### src/rtl/dmem_arbiter_if.sv
// Data-memory arbiter bus: two requester ports, the RAM port and debug.
// master = requesters/RAM side, slave = arbiter side.
interface dmem_arbiter_if #(
    parameter int ADDR_W = 8,
    parameter int DATA_W = 32
);
    logic              req0;
    logic              we0;
    logic [ADDR_W-1:0] addr0;
    logic [DATA_W-1:0] wdata0;
    logic              gnt0;
    logic              rvalid0;
    logic [DATA_W-1:0] rdata0;

    logic              req1;
    logic              we1;
    logic [ADDR_W-1:0] addr1;
    logic [DATA_W-1:0] wdata1;
    logic              gnt1;
    logic              rvalid1;
    logic [DATA_W-1:0] rdata1;

    logic              ram_en;
    logic              ram_we;
    logic [ADDR_W-1:0] ram_addr;
    logic [DATA_W-1:0] ram_wdata;
    logic [DATA_W-1:0] ram_rdata;

    logic [1:0]        starve_cnt;

    modport master (
        output req0, we0, addr0, wdata0,
        output req1, we1, addr1, wdata1,
        output ram_rdata,
        input  gnt0, rvalid0, rdata0,
        input  gnt1, rvalid1, rdata1,
        input  ram_en, ram_we, ram_addr, ram_wdata,
        input  starve_cnt
    );

    modport slave (
        input  req0, we0, addr0, wdata0,
        input  req1, we1, addr1, wdata1,
        input  ram_rdata,
        output gnt0, rvalid0, rdata0,
        output gnt1, rvalid1, rdata1,
        output ram_en, ram_we, ram_addr, ram_wdata,
        output starve_cnt
    );
endinterface

### src/rtl/dmem_arbiter.sv
// Two-port data-memory arbiter: port 0 fixed priority, port 1 aged.
// Read data returns to the issuing port one cycle after its grant.
module dmem_arbiter #(
    parameter int ADDR_W       = 8,
    parameter int DATA_W       = 32,
    parameter int STARVE_LIMIT = 3
) (
    input logic         clk,
    input logic         rst,
    dmem_arbiter_if.slave bus
);
    localparam logic [1:0] LIMIT = 2'(STARVE_LIMIT);

    logic [1:0]        cnt_q;
    logic              tag_vld_q;
    logic              tag_port_q;
    logic [DATA_W-1:0] hold0_q;
    logic [DATA_W-1:0] hold1_q;

    logic              forced;
    logic              g0;
    logic              g1;
    logic              hit0;
    logic              hit1;
    logic              r_we;
    logic [ADDR_W-1:0] r_addr;
    logic [DATA_W-1:0] r_wdata;

    assign forced = bus.req1 && (cnt_q == LIMIT);

    always_comb begin
        g0 = 1'b0;
        g1 = 1'b0;
        if (!rst) begin
            if (forced) begin
                g1 = 1'b1;
            end else if (bus.req0) begin
                g0 = 1'b1;
            end else if (bus.req1) begin
                g1 = 1'b1;
            end
        end
    end

    always_comb begin
        r_we    = 1'b0;
        r_addr  = '0;
        r_wdata = '0;
        if (g0) begin
            r_we    = bus.we0;
            r_addr  = bus.addr0;
            r_wdata = bus.wdata0;
        end else if (g1) begin
            r_we    = bus.we1;
            r_addr  = bus.addr1;
            r_wdata = bus.wdata1;
        end
    end

    // A tag still pending while rst is high is dropped, not returned.
    assign hit0 = tag_vld_q && !tag_port_q && !rst;
    assign hit1 = tag_vld_q &&  tag_port_q && !rst;

    assign bus.gnt0       = g0;
    assign bus.gnt1       = g1;
    assign bus.ram_en     = g0 | g1;
    assign bus.ram_we     = r_we;
    assign bus.ram_addr   = r_addr;
    assign bus.ram_wdata  = r_wdata;
    assign bus.rvalid0    = hit0;
    assign bus.rvalid1    = hit1;
    assign bus.rdata0     = hit0 ? bus.ram_rdata : hold0_q;
    assign bus.rdata1     = hit1 ? bus.ram_rdata : hold1_q;
    assign bus.starve_cnt = cnt_q;

    always_ff @(posedge clk) begin
        if (rst) begin
            cnt_q      <= 2'd0;
            tag_vld_q  <= 1'b0;
            tag_port_q <= 1'b0;
            hold0_q    <= '0;
            hold1_q    <= '0;
        end else begin
            if (bus.req1 && !g1) begin
                cnt_q <= (cnt_q >= LIMIT) ? LIMIT : cnt_q + 2'd1;
            end else begin
                cnt_q <= 2'd0;
            end
            tag_vld_q  <= (g0 | g1) && !r_we;
            tag_port_q <= g1;
            if (hit0) hold0_q <= bus.ram_rdata;
            if (hit1) hold1_q <= bus.ram_rdata;
        end
    end
endmodule

### src/flat_wrapper.sv
// flat-port wrapper written by rule: the top's interface ports become plain ports
module dmem_arbiter_flat 
#(
    parameter int ADDR_W       = 8,
    parameter int DATA_W       = 32,
    parameter int STARVE_LIMIT = 3
)
  (clk, rst, bus_req0, bus_we0, bus_addr0, bus_wdata0, bus_req1, bus_we1, bus_addr1, bus_wdata1, bus_ram_rdata, bus_gnt0, bus_rvalid0, bus_rdata0, bus_gnt1, bus_rvalid1, bus_rdata1, bus_ram_en, bus_ram_we, bus_ram_addr, bus_ram_wdata, bus_starve_cnt);
  dmem_arbiter_if #(.ADDR_W(ADDR_W), .DATA_W(DATA_W)) bus_i ();
  input logic clk;
  input logic rst;
  input wire logic [$bits(bus_i.req0)-1:0] bus_req0;
  input wire logic [$bits(bus_i.we0)-1:0] bus_we0;
  input wire logic [$bits(bus_i.addr0)-1:0] bus_addr0;
  input wire logic [$bits(bus_i.wdata0)-1:0] bus_wdata0;
  input wire logic [$bits(bus_i.req1)-1:0] bus_req1;
  input wire logic [$bits(bus_i.we1)-1:0] bus_we1;
  input wire logic [$bits(bus_i.addr1)-1:0] bus_addr1;
  input wire logic [$bits(bus_i.wdata1)-1:0] bus_wdata1;
  input wire logic [$bits(bus_i.ram_rdata)-1:0] bus_ram_rdata;
  output wire logic [$bits(bus_i.gnt0)-1:0] bus_gnt0;
  output wire logic [$bits(bus_i.rvalid0)-1:0] bus_rvalid0;
  output wire logic [$bits(bus_i.rdata0)-1:0] bus_rdata0;
  output wire logic [$bits(bus_i.gnt1)-1:0] bus_gnt1;
  output wire logic [$bits(bus_i.rvalid1)-1:0] bus_rvalid1;
  output wire logic [$bits(bus_i.rdata1)-1:0] bus_rdata1;
  output wire logic [$bits(bus_i.ram_en)-1:0] bus_ram_en;
  output wire logic [$bits(bus_i.ram_we)-1:0] bus_ram_we;
  output wire logic [$bits(bus_i.ram_addr)-1:0] bus_ram_addr;
  output wire logic [$bits(bus_i.ram_wdata)-1:0] bus_ram_wdata;
  output wire logic [$bits(bus_i.starve_cnt)-1:0] bus_starve_cnt;
  assign bus_i.req0 = bus_req0;
  assign bus_i.we0 = bus_we0;
  assign bus_i.addr0 = bus_addr0;
  assign bus_i.wdata0 = bus_wdata0;
  assign bus_i.req1 = bus_req1;
  assign bus_i.we1 = bus_we1;
  assign bus_i.addr1 = bus_addr1;
  assign bus_i.wdata1 = bus_wdata1;
  assign bus_i.ram_rdata = bus_ram_rdata;
  assign bus_gnt0 = bus_i.gnt0;
  assign bus_rvalid0 = bus_i.rvalid0;
  assign bus_rdata0 = bus_i.rdata0;
  assign bus_gnt1 = bus_i.gnt1;
  assign bus_rvalid1 = bus_i.rvalid1;
  assign bus_rdata1 = bus_i.rdata1;
  assign bus_ram_en = bus_i.ram_en;
  assign bus_ram_we = bus_i.ram_we;
  assign bus_ram_addr = bus_i.ram_addr;
  assign bus_ram_wdata = bus_i.ram_wdata;
  assign bus_starve_cnt = bus_i.starve_cnt;
  dmem_arbiter #(.ADDR_W(ADDR_W), .DATA_W(DATA_W), .STARVE_LIMIT(STARVE_LIMIT)) u_core (.clk(clk), .rst(rst), .bus(bus_i));
endmodule
### config.mk
export PLATFORM = sky130hd
export DESIGN_NAME = dmem_arbiter_flat
export DESIGN_NICKNAME = d
export VERILOG_FILES = /design/src/rtl/dmem_arbiter_if.sv /design/src/rtl/dmem_arbiter.sv /design/src/flat_wrapper.sv
export SDC_FILE = /design/constraint.sdc
export NUM_CORES = 1
export LEC_CHECK = 0
export ABC_AREA = 1
export CAP_MARGIN = 20
export CORE_UTILIZATION = 39
export CTS_BUF_LIST = sky130_fd_sc_hd__clkbuf_16
export CTS_CLUSTER_DIAMETER = 60
export DETAILED_ROUTE_END_ITERATION = 6
export HOLD_SLACK_MARGIN = 0.1
export PLACE_DENSITY_LB_ADDON = 0.05
export SETUP_SLACK_MARGIN = 0.15
export SLEW_MARGIN = 0
export SYNTH_ARGS = -nofsm -noshare
export SYNTH_HDL_FRONTEND = slang
export SYNTH_SLANG_ARGS = --single-unit
### constraint.sdc
create_clock -name clk -period 2.2 [get_ports clk]
set_input_delay 0.44 -clock clk [delete_from_list [all_inputs] [get_ports clk]]
set_output_delay 0.44 -clock clk [all_outputs]
set_load 0.01 [all_outputs]
Word-level counts from Yosys, hierarchy flattened
Index checks and enable logic that the tools add are counted.
{"block": "classes", "muxes": 16, "bitwise_logic": 2, "reduce_logical": 12, "order_cmp": 1, "eq_ne": 1, "addsub": 1}
{"cell": "32-bit 2-to-1 mux", "count": 4}
{"cell": "8-bit 2-to-1 mux", "count": 2}
{"cell": "1-bit 2-to-1 mux", "count": 9}
{"cell": "1-bit logical AND", "count": 7}
{"cell": "1-bit zero test", "count": 4}
{"cell": "2-bit by 1-bit adder with 2-bit output (second input constant)", "count": 1}
{"cell": "2-bit equality test (second input constant)", "count": 1}
{"cell": "2-bit >= comparator (second input constant)", "count": 1}
{"cell": "2-bit 2-to-1 mux", "count": 1}
{"cell": "2-bit OR reduction", "count": 1}
{"cell": "1-bit inverter", "count": 1}
{"cell": "1-bit bitwise OR", "count": 1}
{"block": "totals", "register_bits": 68, "in_bits": 118}

Logic depth before layout (Yosys ltp)
{"block": "logic_depth", "ltp_word": 8, "mapped_depth": 8}

Least setup slack after synthesis
OpenSTA, ideal clock, no wires.
{"block": "synth_path", "path_kind": "input-to-output", "from": "input port rst", "to": "output port bus_rdata0[10]", "arrival_ns": 1.173, "path_slack_ns": 0.587, "stages": 6, "t_required_ns": 1.760, "cell_sequence": "nor2_1 nand2_1 buf_4 buf_4 o21ai_1 inv_1"}
{"block": "synth_via", "elab_chain_cells": 3}
{"item": "start: declaration", "line_no": "flat_wrapper.sv:11", "source": "input logic rst;"}
{"item": "1-bit zero test"}
{"item": "1-bit logical AND", "line_no": "dmem_arbiter.sv:61", "source": "assign hit0 = tag_vld_q && !tag_port_q && !rst;"}
{"item": "32-bit 2-to-1 mux"}
{"item": "end: declaration", "line_no": "flat_wrapper.sv:23", "source": "output wire logic [$bits(bus_i.rdata0)-1:0] bus_rdata0;"}
Every way passes these cells.

Worst setup path after layout
{"block": "layout_path", "from": "register u_core.tag_vld_q", "to": "output port bus_rdata1[9]"}
{"block": "layout_via", "elab_chain_cells": 3}
{"item": "start: declaration", "line_no": "dmem_arbiter.sv:15", "source": "logic tag_vld_q;"}
{"item": "start signal: assignment", "line_no": "dmem_arbiter.sv:89", "source": "tag_vld_q <= (g0 | g1) && !r_we;"}
{"item": "1-bit logical AND (2 in series)", "line_no": "dmem_arbiter.sv:62", "source": "assign hit1 = tag_vld_q && tag_port_q && !rst;"}
{"item": "32-bit 2-to-1 mux"}
{"item": "end: declaration", "line_no": "flat_wrapper.sv:26", "source": "output wire logic [$bits(bus_i.rdata1)-1:0] bus_rdata1;"}
Every way passes these cells.

==> metrics <==
Worst Hold Margin=between 0.4 and 0.5 ns; CP cell instances=inv_2 > nor2_4 > nand2_4 > buf_12 > buf_16 > buf_4 > o21ai_4 > inv_1 > buf_2; area of the mapped netlist=roughly 0.0034 sq mm; largest net degree at the start of global routing=45; Boundary Pins=230; fin crit period=roughly 2.2 ns; CP endpoint kind=output pin; vias per cell=4.937; worst min path class=input port to flip-flop; core area=between 0.008 and 0.009 sq mm; CTS Buf Count=9; DP HPWL=8.498 mm; Fin Setup TNS=0 ns; grt total ovfl=0; ys flop type=dfxtp_1; sequential share of the synthesized area=39.99%; # setup viols final=0; Largest stage delay, worst path=between 0.3 and 0.4 ns; TritonCTS clock tree=yes; GP Congestion=approximately 0.9; Max Root-Sink Buffers=2; final hold vios=0; synth unique cells=12; critical path class=flip-flop to output pin; crit-path max FO=5; Vias=4809; Overall Global Routing Usage=about a third; status=finished clean; die height=approximately 95 um; Die Area=a little over 0.009 sq mm; DR iter-0 viols=~170; drc violations=0; Slew HR=~68%; Max Freq=approximately 0.46 GHz; critical path required time=around 1.8 ns; htree depth=3; power per cell area=around 530 mW/mm^2; Initial DRT Pass Iterations=5; WL/cell=roughly 18 um; root buffer cell=clkbuf_16; drt total wl=roughly 17 mm; RSZ-0062 raised after global routing=true; Inserted Diodes=0; Die Width=95.43 um; row cnt=33; Crit path arrival time=1.73 ns; ys async rst share=0%; PortBufs=between 200 and 250; Net Count, Synth=between 600 and 700; Worst-Margin Slew=approximately 0.48 ns; Area Growth Syn to Fin=119.5%; Ys Warns=0; Worst VDD drop=roughly 350 uV; Post-Syn Instances=roughly 570; worst path buffer plus inverter count=6; Lkg Pwr=approximately 4.2 nW; synthesized area per cell=between 6 and 7 sq um; #FFs+latches synth=slightly below 70; top-area cell type share of the netlist area=39.99%; clock-pin slew on the worst setup and hold paths=~0.060 ns; clock skew=approximately 0.0080 ns; fin nets=982; Worst setup SP type=flip-flop; post-synth top area cell=dfxtp_1; post-route ant nets=0; Worst-Skew Late Latency=between 0.3 and 0.4 ns; CP delay by family, top=buffers and inverters; fill count=slightly below 400; final worst-path cycle share=between 90% and 100%; global-route wire length before repair=around 22 mm; top cells by count, synth=nand2_1 (191), inv_1 (139), dfxtp_1 (68), nor2_1 (68), o21ai_1 (64); CP max stage cell=dfxtp_2; CTS sink count=between 60 and 70; initial antenna violation count=0; number of global-route vias before repair=about 4600; Max-Cap Viols=0; EDFF count, synth=0; hold_buf cts=0; Starting Density=around two fifths; synth top area cells=dfxtp_1 (40%), nand2_1 (21%), inv_1 (15%); top-count cell post-synth=nand2_1; final slew viol count=0; share of layout cells above drive strength 1=about a third
## placed cells by master (no fill, tap or decap)
cell,count
nand2_1,150
inv_1,128
clkdlybuf4s50_1,116
nor2_1,66
dfxtp_1,65
buf_4,56
o21ai_2,36
buf_2,35
nand2_2,30
o21ai_4,29
buf_6,20
dlygate4sd2_1,19
clkbuf_2,18
clkdlybuf4s15_1,16
clkbuf_16,15
nand2_4,11
clkdlybuf4s15_2,11
buf_12,11
inv_2,9
buf_16,9
bufinv_16,3
inv_6,2
nand3_1,2
clkinv_1,2
dfxtp_2,2
nor2_4,1
nand3_4,1
inv_4,1
nor2_2,1
nor4_1,1
o21ai_0,1
clkinvlp_4,1
dfxtp_4,1
## path summary, 6_finish.rpt
check	to	slack, ns	depth (start not counted)	startpoint
setup / recovery	bus_rdata1[9]	0.03	9	u_core.tag_vld_q
hold / removal	u_core.bus.starve_cnt[0]	0.42	3	bus_req1
setup reg to reg	u_core.hold1_q[26]	0.71	9	u_core.tag_vld_q
hold reg to reg	u_core.hold1_q[30]	0.53	4	u_core.hold1_q[30]
## what timing repair did
action,4_1_cts,5_1_grt
buffers inserted,15,10
setup endpoints to repair,110,106
pin swaps,11,11
resized for setup,412,123
gates cloned,9,6
## layer usage
metal | routed length, um | track usage (%) | share of wire, % | vias up
met5 | 0 | 0 | 0 | -
met4 | 854 | 17.16 | 5.0 | 0
li1 | - | - | - | 2224
met1 | 5699 | 30.62 | 33 | 2225
met3 | 1391 | 8.533 | 8.1 | 74
met2 | 9272 | 63.10 | 54 | 286
## worst register-to-register path, stage by stage, from the launching register on
cell,delay [ns]
dfxtp_2,0.32
inv_2,0.04
nor2_4,0.14
nand2_4,0.11
buf_12,0.17
buf_16,0.14
buf_6,0.13
o21ai_4,0.15
buf_4,0.14
nor2_1,0.03
## state kept, by name (all words and copies together), names as in the netlist
| signal | cells |
|---|---|
| u_core.tag_port_q | 1 |
| u_core.hold1_q | 32 |
| u_core.hold0_q | 32 |
| u_core.bus.starve_cnt | 2 |
| u_core.tag_vld_q | 1 |
## metrics by stage
stage	cells	area (sq um)	total power, W	worst slack [ns]	utilization, %
6_report	974	7473	0.003998	0.03186	89.60
5_1_grt	974	7473	0.004132	-0.06554	89.60
2_1_floorplan	565	3405	0.001609	0.5871	-
3_5_place_dp	918	6078	0.002177	-0.5098	72.88
4_1_cts	958	7038	0.003863	0.06709	84.38
3_3_place_gp	918	6078	0.002165	-0.4775	72.88
## kinds of logic after synthesis
kind of cell / Yosys count / synth area share (%)
AO/OA/AOI/OAI: 66 / 9.702
buffers and inverters: 168 / 21.13
AND/OR/NAND/NOR: 263 / 29.18
flip-flops: 68 / 39.99
## area by class of cell
class / instances / area, sq um / share of cell area (%)
clock buffers: 9 / 225.2 / 3.014
clock inverters: 7 / 113.9 / 1.524
inverters: 139 / 529.3 / 7.082
multi-input cells: 329 / 1966 / 26.30
flip-flops and latches: 68 / 1368 / 18.30
well taps: 105 / 131.4 / 1.758
repair buffers: 317 / 3141 / 42.02
## where the power goes
| group | switching, W | internal [W] |
|---|---|---|
| clock network | 0.000556 | 0.00110 |
| registers | 0.0000171 | 0.00128 |
| logic | 0.000497 | 0.000547 |
| total | 0.00107 | 0.00293 |
(Power assumes the default switching activity.)
